===== src/rtl/pipe_stage_elastic_pkg.sv =====
// Shared types for the elastic inter-stage register.
package pipe_stage_elastic_pkg;

    // Fill level of the two-entry stage (main register, skid register).
    typedef enum logic [1:0] {
        PS_EMPTY = 2'd0,
        PS_ONE   = 2'd1,
        PS_TWO   = 2'd2
    } pipe_state_t;

    // Number of entries held in a given state.
    function automatic logic [1:0] occ_of(pipe_state_t s);
        case (s)
            PS_ONE:  return 2'd1;
            PS_TWO:  return 2'd2;
            default: return 2'd0;
        endcase
    endfunction

endpackage


===== src/rtl/pipe_stage_elastic_sat_counter.sv =====
// Saturating up-counter with synchronous clear.
module pipe_stage_elastic_sat_counter #(
    parameter int CNT_W = 16
) (
    input  logic             i_clk,
    input  logic             i_rst,
    input  logic             i_inc,
    output logic [CNT_W-1:0] o_cnt
);

    logic [CNT_W-1:0] r_cnt;

    // Count up on i_inc, stick at all-ones instead of wrapping.
    always_ff @(posedge i_clk) begin
        if (i_rst)
            r_cnt <= '0;
        else if (i_inc && (r_cnt != {CNT_W{1'b1}}))
            r_cnt <= r_cnt + CNT_W'(1);
    end

    assign o_cnt = r_cnt;

endmodule


===== src/rtl/pipe_stage_elastic.sv =====
// Elastic pipeline register: valid/ready handshake with a two-entry skid
// buffer, flush, sticky halt reporting and a saturating stall counter.
// in_ready depends only on registered state, so downstream back-pressure
// never reaches upstream combinationally.
module pipe_stage_elastic
    import pipe_stage_elastic_pkg::*;
#(
    parameter int WIDTH      = 32,
    parameter int CNT_W      = 16,
    parameter int HALT_STOPS = 1
) (
    input  logic             CLK,
    input  logic             RST,
    input  logic             flush,
    input  logic             in_valid,
    output logic             in_ready,
    input  logic [WIDTH-1:0] in_data,
    input  logic             in_halt,
    output logic             out_valid,
    input  logic             out_ready,
    output logic [WIDTH-1:0] out_data,
    output logic             out_halt,
    output logic             halted,
    output logic [1:0]       occupancy,
    output logic [CNT_W-1:0] stall_cnt
);

    pipe_state_t      r_state;
    pipe_state_t      w_state_nxt;
    logic [WIDTH-1:0] r_main_data;
    logic             r_main_halt;
    logic [WIDTH-1:0] r_skid_data;
    logic             r_skid_halt;
    logic             r_halted;

    logic             w_fire_in;
    logic             w_fire_out;
    logic             w_ld_main_in;
    logic             w_ld_main_skid;
    logic             w_ld_skid;
    logic             w_stall;

    assign out_valid  = (r_state != PS_EMPTY);
    assign in_ready   = (r_state != PS_TWO) && !(r_halted && (HALT_STOPS != 0));
    assign w_fire_in  = in_valid && in_ready;
    assign w_fire_out = out_valid && out_ready;

    assign out_data   = r_main_data;
    assign out_halt   = r_main_halt;
    assign halted     = r_halted;
    assign occupancy  = occ_of(r_state);

    // Next fill level and which register loads; flush drops everything,
    // including an input that would otherwise be accepted.
    always_comb begin
        w_state_nxt    = r_state;
        w_ld_main_in   = 1'b0;
        w_ld_main_skid = 1'b0;
        w_ld_skid      = 1'b0;
        if (flush) begin
            w_state_nxt = PS_EMPTY;
        end else begin
            case (r_state)
                PS_EMPTY: begin
                    if (w_fire_in) begin
                        w_ld_main_in = 1'b1;
                        w_state_nxt  = PS_ONE;
                    end
                end
                PS_ONE: begin
                    if (w_fire_in && w_fire_out) begin
                        w_ld_main_in = 1'b1;
                    end else if (w_fire_out) begin
                        w_state_nxt  = PS_EMPTY;
                    end else if (w_fire_in) begin
                        w_ld_skid    = 1'b1;
                        w_state_nxt  = PS_TWO;
                    end
                end
                PS_TWO: begin
                    // Skid drains into main before anything newer arrives.
                    if (w_fire_out) begin
                        w_ld_main_skid = 1'b1;
                        w_state_nxt    = PS_ONE;
                    end
                end
                default: w_state_nxt = PS_EMPTY;
            endcase
        end
    end

    // Fill-level register.
    always_ff @(posedge CLK) begin
        if (RST)
            r_state <= PS_EMPTY;
        else
            r_state <= w_state_nxt;
    end

    // Payload registers load only on accepting transitions, so an idle
    // in_data never leaks into the stage.
    always_ff @(posedge CLK) begin
        if (RST) begin
            r_main_data <= '0;
            r_main_halt <= 1'b0;
            r_skid_data <= '0;
            r_skid_halt <= 1'b0;
        end else begin
            if (w_ld_main_in) begin
                r_main_data <= in_data;
                r_main_halt <= in_halt;
            end else if (w_ld_main_skid) begin
                r_main_data <= r_skid_data;
                r_main_halt <= r_skid_halt;
            end
            if (w_ld_skid) begin
                r_skid_data <= in_data;
                r_skid_halt <= in_halt;
            end
        end
    end

    // Sticky halt: set once a halt entry is delivered (flush does not undo it).
    always_ff @(posedge CLK) begin
        if (RST)
            r_halted <= 1'b0;
        else if (w_fire_out && r_main_halt)
            r_halted <= 1'b1;
    end

    assign w_stall = out_valid && !out_ready && !flush;

    pipe_stage_elastic_sat_counter #(
        .CNT_W (CNT_W)
    ) u_stall_cnt (
        .i_clk (CLK),
        .i_rst (RST),
        .i_inc (w_stall),
        .o_cnt (stall_cnt)
    );

endmodule


===== config.mk =====
export PLATFORM = sky130hd
export DESIGN_NAME = pipe_stage_elastic
export DESIGN_NICKNAME = d
export VERILOG_FILES = /design/src/rtl/pipe_stage_elastic_pkg.sv /design/src/rtl/pipe_stage_elastic_sat_counter.sv /design/src/rtl/pipe_stage_elastic.sv
export SDC_FILE = /design/constraint.sdc
export NUM_CORES = 1
export LEC_CHECK = 0
export CORE_UTILIZATION = 35
export DETAILED_ROUTE_END_ITERATION = 12
export HOLD_SLACK_MARGIN = 0.15
export PLACE_DENSITY_LB_ADDON = 0.15
export REMOVE_ABC_BUFFERS = 1
export SETUP_SLACK_MARGIN = 0.1
export SYNTH_ARGS = -nofsm -noshare
export SYNTH_HDL_FRONTEND = slang
export SYNTH_SLANG_ARGS = --single-unit

===== constraint.sdc =====
create_clock -name CLK -period 5.6 [get_ports CLK]
set_clock_uncertainty 0.15 [all_clocks]
set_input_delay 0.84 -clock CLK [delete_from_list [all_inputs] [get_ports CLK]]
set_output_delay 0.84 -clock CLK [all_outputs]
set_load 0.02 [all_outputs]

==> results of run 1 <==
[layer usage]
metal	vias up	routed length [um]	GRT usage, %
li1	1619	-	-
met3	11	392	3.805
met1	1478	4237	21.51
met2	64	4242	27.01
met5	-	0	0
met4	0	128	6.740
[critical path, stage by stage]
cell	delay, ps
clkdlybuf4s50_1	470
nor3b_1	420
nand3_1	560
buf_4	420
nand2_1	90
a21oi_1	60
[cell families after synthesis]
logic type | synth area share (%)
simple gates | 21.10
compound gates | 17.23
flops | 45.76
mux | 10.33
buf+inv | 5.249
fa+ha+maj | 0.3364
[flip-flops by register name, summed over array words and instances, names as in the netlist]
signal,count
out_halt,1
r_state,2
out_data,32
u_stall_cnt.o_cnt,16
halted,1
r_skid_halt,1
r_skid_data,32
[synthesized netlist by cell type (4+ instances only)]
library cell  count  share of area, %
dfxtp_1          85                46
nand2_1          70               7.1
a21oi_1          47               6.3
nor2_1           40               4.0
mux2i_1          35               9.4
a211oi_1         25               5.0
clkbuf_1         17               1.7
a211oi_2          8               2.7
buf_6             7               2.1
o31ai_1           7               1.4
buf_2             6              0.81
or4_1             6               1.2
and3_1            5              0.84
nand4_1           5              0.84
a31oi_1           4              0.67
and4_1            4              0.94
nor2b_1           4              0.67
nor3_1            4              0.54
[stage by stage]
step,utilization (%),instance area (sq um),instances,hold WS [ps]
floorplan,-,3531,382,280.0
global placement,44.86,4631,612,291.3
detailed placement,44.86,4631,612,297.5
CTS,47.05,4857,628,309.6
global route,47.05,4857,628,326.2
finish,47.05,4857,628,307.0
[worst max-delay path by stage]
| stage | end | slack (ps) | depth (start not counted) |
|---|---|---|---|
| final | r_skid_data[21] | 2780 | 6 |
| after global routing | r_skid_data[0] | 2530 | 6 |
| after CTS | r_skid_data[0] | 2760 | 6 |
| after floorplan | out_data[17] | 2850 | 3 |
| after detailed placement | r_skid_data[31] | 2390 | 6 |
| after global placement | r_skid_halt | 2400 | 6 |
[where the power goes]
part	leakage (nW)	total, mW	switching, mW	internal, mW
Combinational	0.797	0.151	0.0769	0.0741
Sequential	0.691	0.636	0.0117	0.624
Clock	0.111	0.493	0.236	0.257
[layout make-up]
cell class	count	area (sq um)
clock buffers	9	123.9
clock inverters	7	102.6
fillers	1018	5466
inverters	2	7.507
multi-input cells	295	1823
flip-flops and latches	85	1702
well taps	136	170.2
repair buffers	94	928.4
==> impl_metrics.toml, run 1 <==
[outcome]
status = "completed"

[finish]
final_common_cell = "clkdlybuf4s50_1"
drive_above_1_share_pct = 8.333
mostFrequentLayoutCells = "90 x clkdlybuf4s50_1, 85 x dfxtp_1, 70 x nand2_1"
syn2layout_area_growth_pct = 30.62
antennaDiodeCount = 0
final_nets = 526

[routing]
wl_per_cell_um = 14.33
routed-via-count = 3172
drtAntennaViolNets = 0
dr.pass1.iters = 4
wirelength_um = 9001
viasPerCell = 5.051
drc = 0
first_iter_violations = 159

[flow_run]
maxCapViolCount = 0

[placement]
io_buffers = 91
pre_cts_ws_ps = 2392
gp_congestion = 0.7632
dp_hpwl_um = 5863

[clocking]
postCtsSetupBuffers = 0
htreeDepth = 3
cts_tree = "yes"
path_clk_slew_ps = 80
cts_buffers = 9
root_buffer = "clkbuf_8"
worstSkewPairLatency_ps = 350
clock_path_buffers = 2
cts_resized = 0
cts_hold_buf = 0
cts_sinks = 85

[yosys]
yosysSeqAreaShare_pct = 45.76
netlist_area_sq_um = 3719
syn_area_per_cell_sq_um = 8.982
yosysUniqueCellTypes = 42
synth_edf_count = 0
synth-main-ff-cell = "dfxtp_1"
yosys_warnings = 0
ys_ff_latch = 85
synth_cells = 414
synth-async-reset-ratio_pct = 0

[timing]
timing.setup.tns_ps = 0
setup_violations = 0
setup_ws_ps = 2784
worst_slew_pin_slew_ps = 1079
drv_slew = 0
max_slew_margin_pct = 28.04
final.min_clock_period_ps = 2816
timing.final.hold_violations = 0
max_clock_freq_mhz = 355.1
timing.final.crit_share_pct = 50.29
rsz0062_at_grt = "false"

[pwr]
p_leak_nw = 1.600
ir_drop_mv = 0.1573
power_density_nw_per_um2 = 263.3
total_power_mw = 1.279

[global_routing]
grt_pass1_wl_um = 14780
grt_overflow = 0
grt_pass1_vias = 2942
grt_max_degree = 67
grt_antenna_before_repair = 0
grt.total_usage_pct = 16.72

[min_path]
holdPathStages = 2
min-delay-path-class = "reg -> reg"
min-delay-start = "r_skid_data[0]"
whs_endpoint = "r_skid_data[0]"

[worst_setup_path]
r2r-start = "r_state[1]"
setup.worst_path.start_class = "input port"
r2r_slack_ps = 3260
path_class = "in -> reg"
critPathLaunch = "in_valid"
required_ps = 5660
crit_fanout = 19
r2r_cells = 4
timing.rr.end = "out_data[8]"
end_kind = "flip-flop"
arrival_ps = 2870

[floorplan]
io_pins = 92
rows = 37
core_area_sq_um = 10320
die_w_um = 105.1
die_area_sq_um = 11040
die_y_um = 105.1
initial_core_util_pct = 36.02
Note: power is estimated with default switching activity, not from simulation.
==> inputs of run 2 (changes only) <==
==> constraint.sdc (replaced) <==
create_clock -name CLK -period 2.6 [get_ports CLK]
set_clock_uncertainty 0.15 [all_clocks]
set_input_delay 0.39 -clock CLK [delete_from_list [all_inputs] [get_ports CLK]]
set_output_delay 0.39 -clock CLK [all_outputs]
set_load 0.02 [all_outputs]
==> run 2 against run 1 <==
  * Non-clock buffer count up 3
  * Total power grew 99%
  * Critical path depth decreased by 3
  * Setup slack worse by 2500 ps
  * Clock power increased by 71%
  * Largest cell class unchanged
  * Largest power group unchanged
==> impl_metrics.toml, run 2 (synthesis results as in run 1) <==
[clocking]
cts_resized = 0
path_clk_slew_ps = 90
postCtsSetupBuffers = 0
cts_buffers = 9
cts_hold_buf = 0
worstSkewPairLatency_ps = 350
clock_path_buffers = 2
root_buffer = "clkbuf_8"
htreeDepth = 3
cts_sinks = 85
cts_tree = "yes"

[pwr]
ir_drop_mv = 0.2506
p_leak_nw = 1.602
power_density_nw_per_um2 = 521.8
total_power_mw = 2.545

[routing]
wirelength_um = 8885
drtAntennaViolNets = 0
routed-via-count = 3221
wl_per_cell_um = 14.08
first_iter_violations = 116
dr.pass1.iters = 4
drc = 0
viasPerCell = 5.105

[placement]
dpl-instance-area_sq_um = 4703
pre_cts_ws_ps = 138.4
gp_congestion = 0.8134
io_buffers = 91
dp_hpwl_um = 5611

[finish]
fillers = 979
syn2layout_area_growth_pct = 31.16
final_nets = 529
seqCellArea_sq_um = 1702
final_common_cell = "clkdlybuf4s50_1"
multiInputGateArea_sq_um = 1823
drive_above_1_share_pct = 8.687
mostFrequentLayoutCells = "90 x clkdlybuf4s50_1, 85 x dfxtp_1, 70 x nand2_1"
fin_util_pct = 47.24
final_area_sq_um = 4877
antennaDiodeCount = 0

[timing]
setup_ws_ps = 275.5
drv_slew = 0
max_slew_margin_pct = 68.98
max_clock_freq_mhz = 430.2
setup_violations = 0
worst_slew_pin_slew_ps = 465.3
timing.setup.tns_ps = 0
final.min_clock_period_ps = 2325
rsz0062_at_grt = "false"
timing.final.hold_violations = 0
timing.final.crit_share_pct = 89.40

[global_routing]
grt_pass1_vias = 2905
grt.total_usage_pct = 16.47
grt_antenna_before_repair = 0
grt_pass1_wl_um = 14570
grt_max_degree = 67
grt_overflow = 0

[floorplan]
initial_core_util_pct = 36.02
io_pins = 92
rows = 37
die_w_um = 105.1
die_y_um = 105.1
core_area_sq_um = 10320
die_area_sq_um = 11040

[worst_setup_path]
setup.worst_path.start_class = "flip-flop"
r2r_cells = 4
end_kind = "output pin"
path_class = "reg -> out"
arrival_ps = 1780
crit_fanout = 9
required_ps = 2060

[outcome]
status = "completed"

[min_path]
min-delay-path-class = "reg -> reg"
holdPathStages = 2

[flow_run]
maxCapViolCount = 0
-- run 2: area by class of cell --
cell class | count | share of cell area [%]
clock buffers | 10 | 2.617
clock inverters | 6 | 0.9492
inverters | 2 | 0.1539
multi-input cells | 295 | 37.38
flip-flops and latches | 85 | 34.89
well taps | 136 | 3.489
repair buffers | 97 | 20.52
-- run 2: where the power goes --
part           internal, mW  total, mW  switching (mW)
clock network         0.354      0.845           0.490
registers              1.34       1.37          0.0252
logic                 0.166      0.331           0.165
-- run 2: stage by stage --
stage	hold slack [ps]	instances
after floorplan	280.0	382
after global routing	322.4	631
after global placement	291.1	615
after CTS	309.5	631
after detailed placement	296.5	615
final	307.9	631
-- run 2: routing by layer --
layer | global-route usage (%) | up-vias | routed length (um)
met5 | 0 | - | 0
met4 | 4.125 | 0 | 113
met3 | 4.928 | 11 | 489
met2 | 26.02 | 85 | 4112
met1 | 21.90 | 1496 | 4170
li1 | - | 1629 | -
-- run 2: final timing paths --
kind / from / to / slack (ps)
max: r_state[0] / in_ready / 280
min reg2reg: r_skid_data[22] / r_skid_data[22] / 310
min: r_skid_data[22] / r_skid_data[22] / 310
max reg2reg: u_stall_cnt.o_cnt[4] / u_stall_cnt.o_cnt[15] / 550
-- run 2: worst max-delay path, stage by stage (launching register included) --
cell	delay, ps
dfxtp_1	470
and2b_2	280
nor2_1	80
clkdlybuf4s50_1	600
==> inputs of run 3 (changes only) <==
--- a/config.mk
+++ b/config.mk
@@ -5,6 +5,8 @@
 export SDC_FILE = /design/constraint.sdc
 export NUM_CORES = 1
 export LEC_CHECK = 0
+export CELL_PAD_IN_SITES_DETAIL_PLACEMENT = 1
+export CELL_PAD_IN_SITES_GLOBAL_PLACEMENT = 1
 export CORE_UTILIZATION = 35
 export DETAILED_ROUTE_END_ITERATION = 12
 export HOLD_SLACK_MARGIN = 0.15
==> run 3 against run 2 <==
  * Fmax fell by 0.92%
  * Critical path depth is the same
  * Critical path type unchanged
  * Die area stayed put
  * Hold slack lost 0.84 ps
==> impl_metrics.toml, run 3 (synthesis results as in run 1) <==
[clocking]
cts_sinks = 85
root_buffer = "clkbuf_8"
postCtsSetupBuffers = 0
cts_buffers = 9
cts_tree = "yes"
cts_resized = 0
cts_hold_buf = 0
path_clk_slew_ps = 80
worstSkewPairLatency_ps = 340
clock_path_buffers = 2
htreeDepth = 3

[floorplan]
core_area_sq_um = 10320
rows = 37
initial_core_util_pct = 36.02
io_pins = 92
die_y_um = 105.1
die_w_um = 105.1
die_area_sq_um = 11040

[placement]
io_buffers = 91
dp_hpwl_um = 6617
dpl-instance-area_sq_um = 4711
placedCellCount = 616
gp_congestion = 0.7259

[routing]
drc = 0
drtAntennaViolNets = 0
wirelength_um = 10050
viasPerCell = 5.180
wl_per_cell_um = 15.90
first_iter_violations = 87
dr.pass1.iters = 4
routed-via-count = 3274

[timing]
timing.setup.tns_ps = 0
final.min_clock_period_ps = 2346
timing.final.hold_violations = 0
timing.final.crit_share_pct = 90.24
setup_violations = 0
whs_ps = 307.0
max_clock_freq_mhz = 426.2
drv_slew = 0
rsz0062_at_grt = "false"
worst_slew_pin_slew_ps = 517.8
max_slew_margin_pct = 65.48

[pwr]
p_leak_nw = 1.619
ir_drop_mv = 0.3102
total_power_mw = 2.682
power_density_nw_per_um2 = 545.2

[global_routing]
grt_overflow = 0
grt_pass1_wl_um = 16900
grt_max_degree = 67
grt_pass1_vias = 3457
grt.total_usage_pct = 18.97
grt_antenna_before_repair = 0

[worst_setup_path]
arrival_ps = 1810
crit_fanout = 9
path_cells = "and2b_2 -> nor2_1 -> clkdlybuf4s50_1"
end_kind = "output pin"
r2r_cells = 4
path_class = "reg -> out"
slowest_delay_ps = 600
required_ps = 2060
cp_slowest_cell = "clkdlybuf4s50_1"
setup.worst_path.start_class = "flip-flop"

[finish]
drive_above_1_share_pct = 9.073
seqCellArea_sq_um = 1702
multiInputGateArea_sq_um = 1823
final_nets = 530
final_common_cell = "clkdlybuf4s50_1"
syn2layout_area_growth_pct = 32.27
antennaDiodeCount = 0
fillers = 1209
stdcell_count = 632
final_area_sq_um = 4918
mostFrequentLayoutCells = "90 x clkdlybuf4s50_1, 85 x dfxtp_1, 70 x nand2_1"

[flow_run]
maxCapViolCount = 0

[outcome]
status = "completed"

[min_path]
min-delay-path-class = "reg -> reg"
holdPathStages = 2
==> run 3: cell type report <==
cell class / count / area share (%)
clock buffer: 10 / 2.798
tap: 136 / 3.460
clock inverter: 6 / 1.425
multi-input combinational: 295 / 37.06
timing repair buffer: 98 / 20.50
inverter: 2 / 0.1526
sequential: 85 / 34.60
==> run 3: metal layers <==
| metal | up-vias | wire length [um] | track usage (%) |
|---|---|---|---|
| met1 | 1576 | 4597 | 23.29 |
| li1 | 1626 | - | - |
| met2 | 62 | 4924 | 33.44 |
| met5 | - | 0 | 0 |
| met4 | 0 | 120 | 5.734 |
| met3 | 10 | 407 | 3.618 |
==> run 3: final timing paths <==
check	start	to	slack (ps)
max	r_state[0]	in_ready	250
min	r_skid_data[23]	r_skid_data[23]	310
max reg2reg	u_stall_cnt.o_cnt[0]	u_stall_cnt.o_cnt[10]	560
min reg2reg	r_skid_data[23]	r_skid_data[23]	310
==> run 3: per-stage QoR <==
stage          util (%)  setup slack [ps]
2_1_floorplan         -             39.39
3_3_place_gp      45.63             230.9
3_5_place_dp      45.63             141.5
4_1_cts           47.64             222.6
5_1_grt           47.64             133.9
6_report          47.64             253.8
==> run 3: power by group <==
group          switching (mW)  total, mW  internal [mW]
registers              0.0260       1.37           1.34
logic                   0.169      0.336          0.167
clock network           0.501      0.976          0.475
total                   0.695       2.68           1.99
==> run 3: critical path: cells and delay by family, from the launching register on <==
| family | cells | cell delay [ps] |
|---|---|---|
| buffers and inverters | 1 | 600 |
| DFF | 1 | 490 |
| and+or+nand+nor | 2 | 370 |
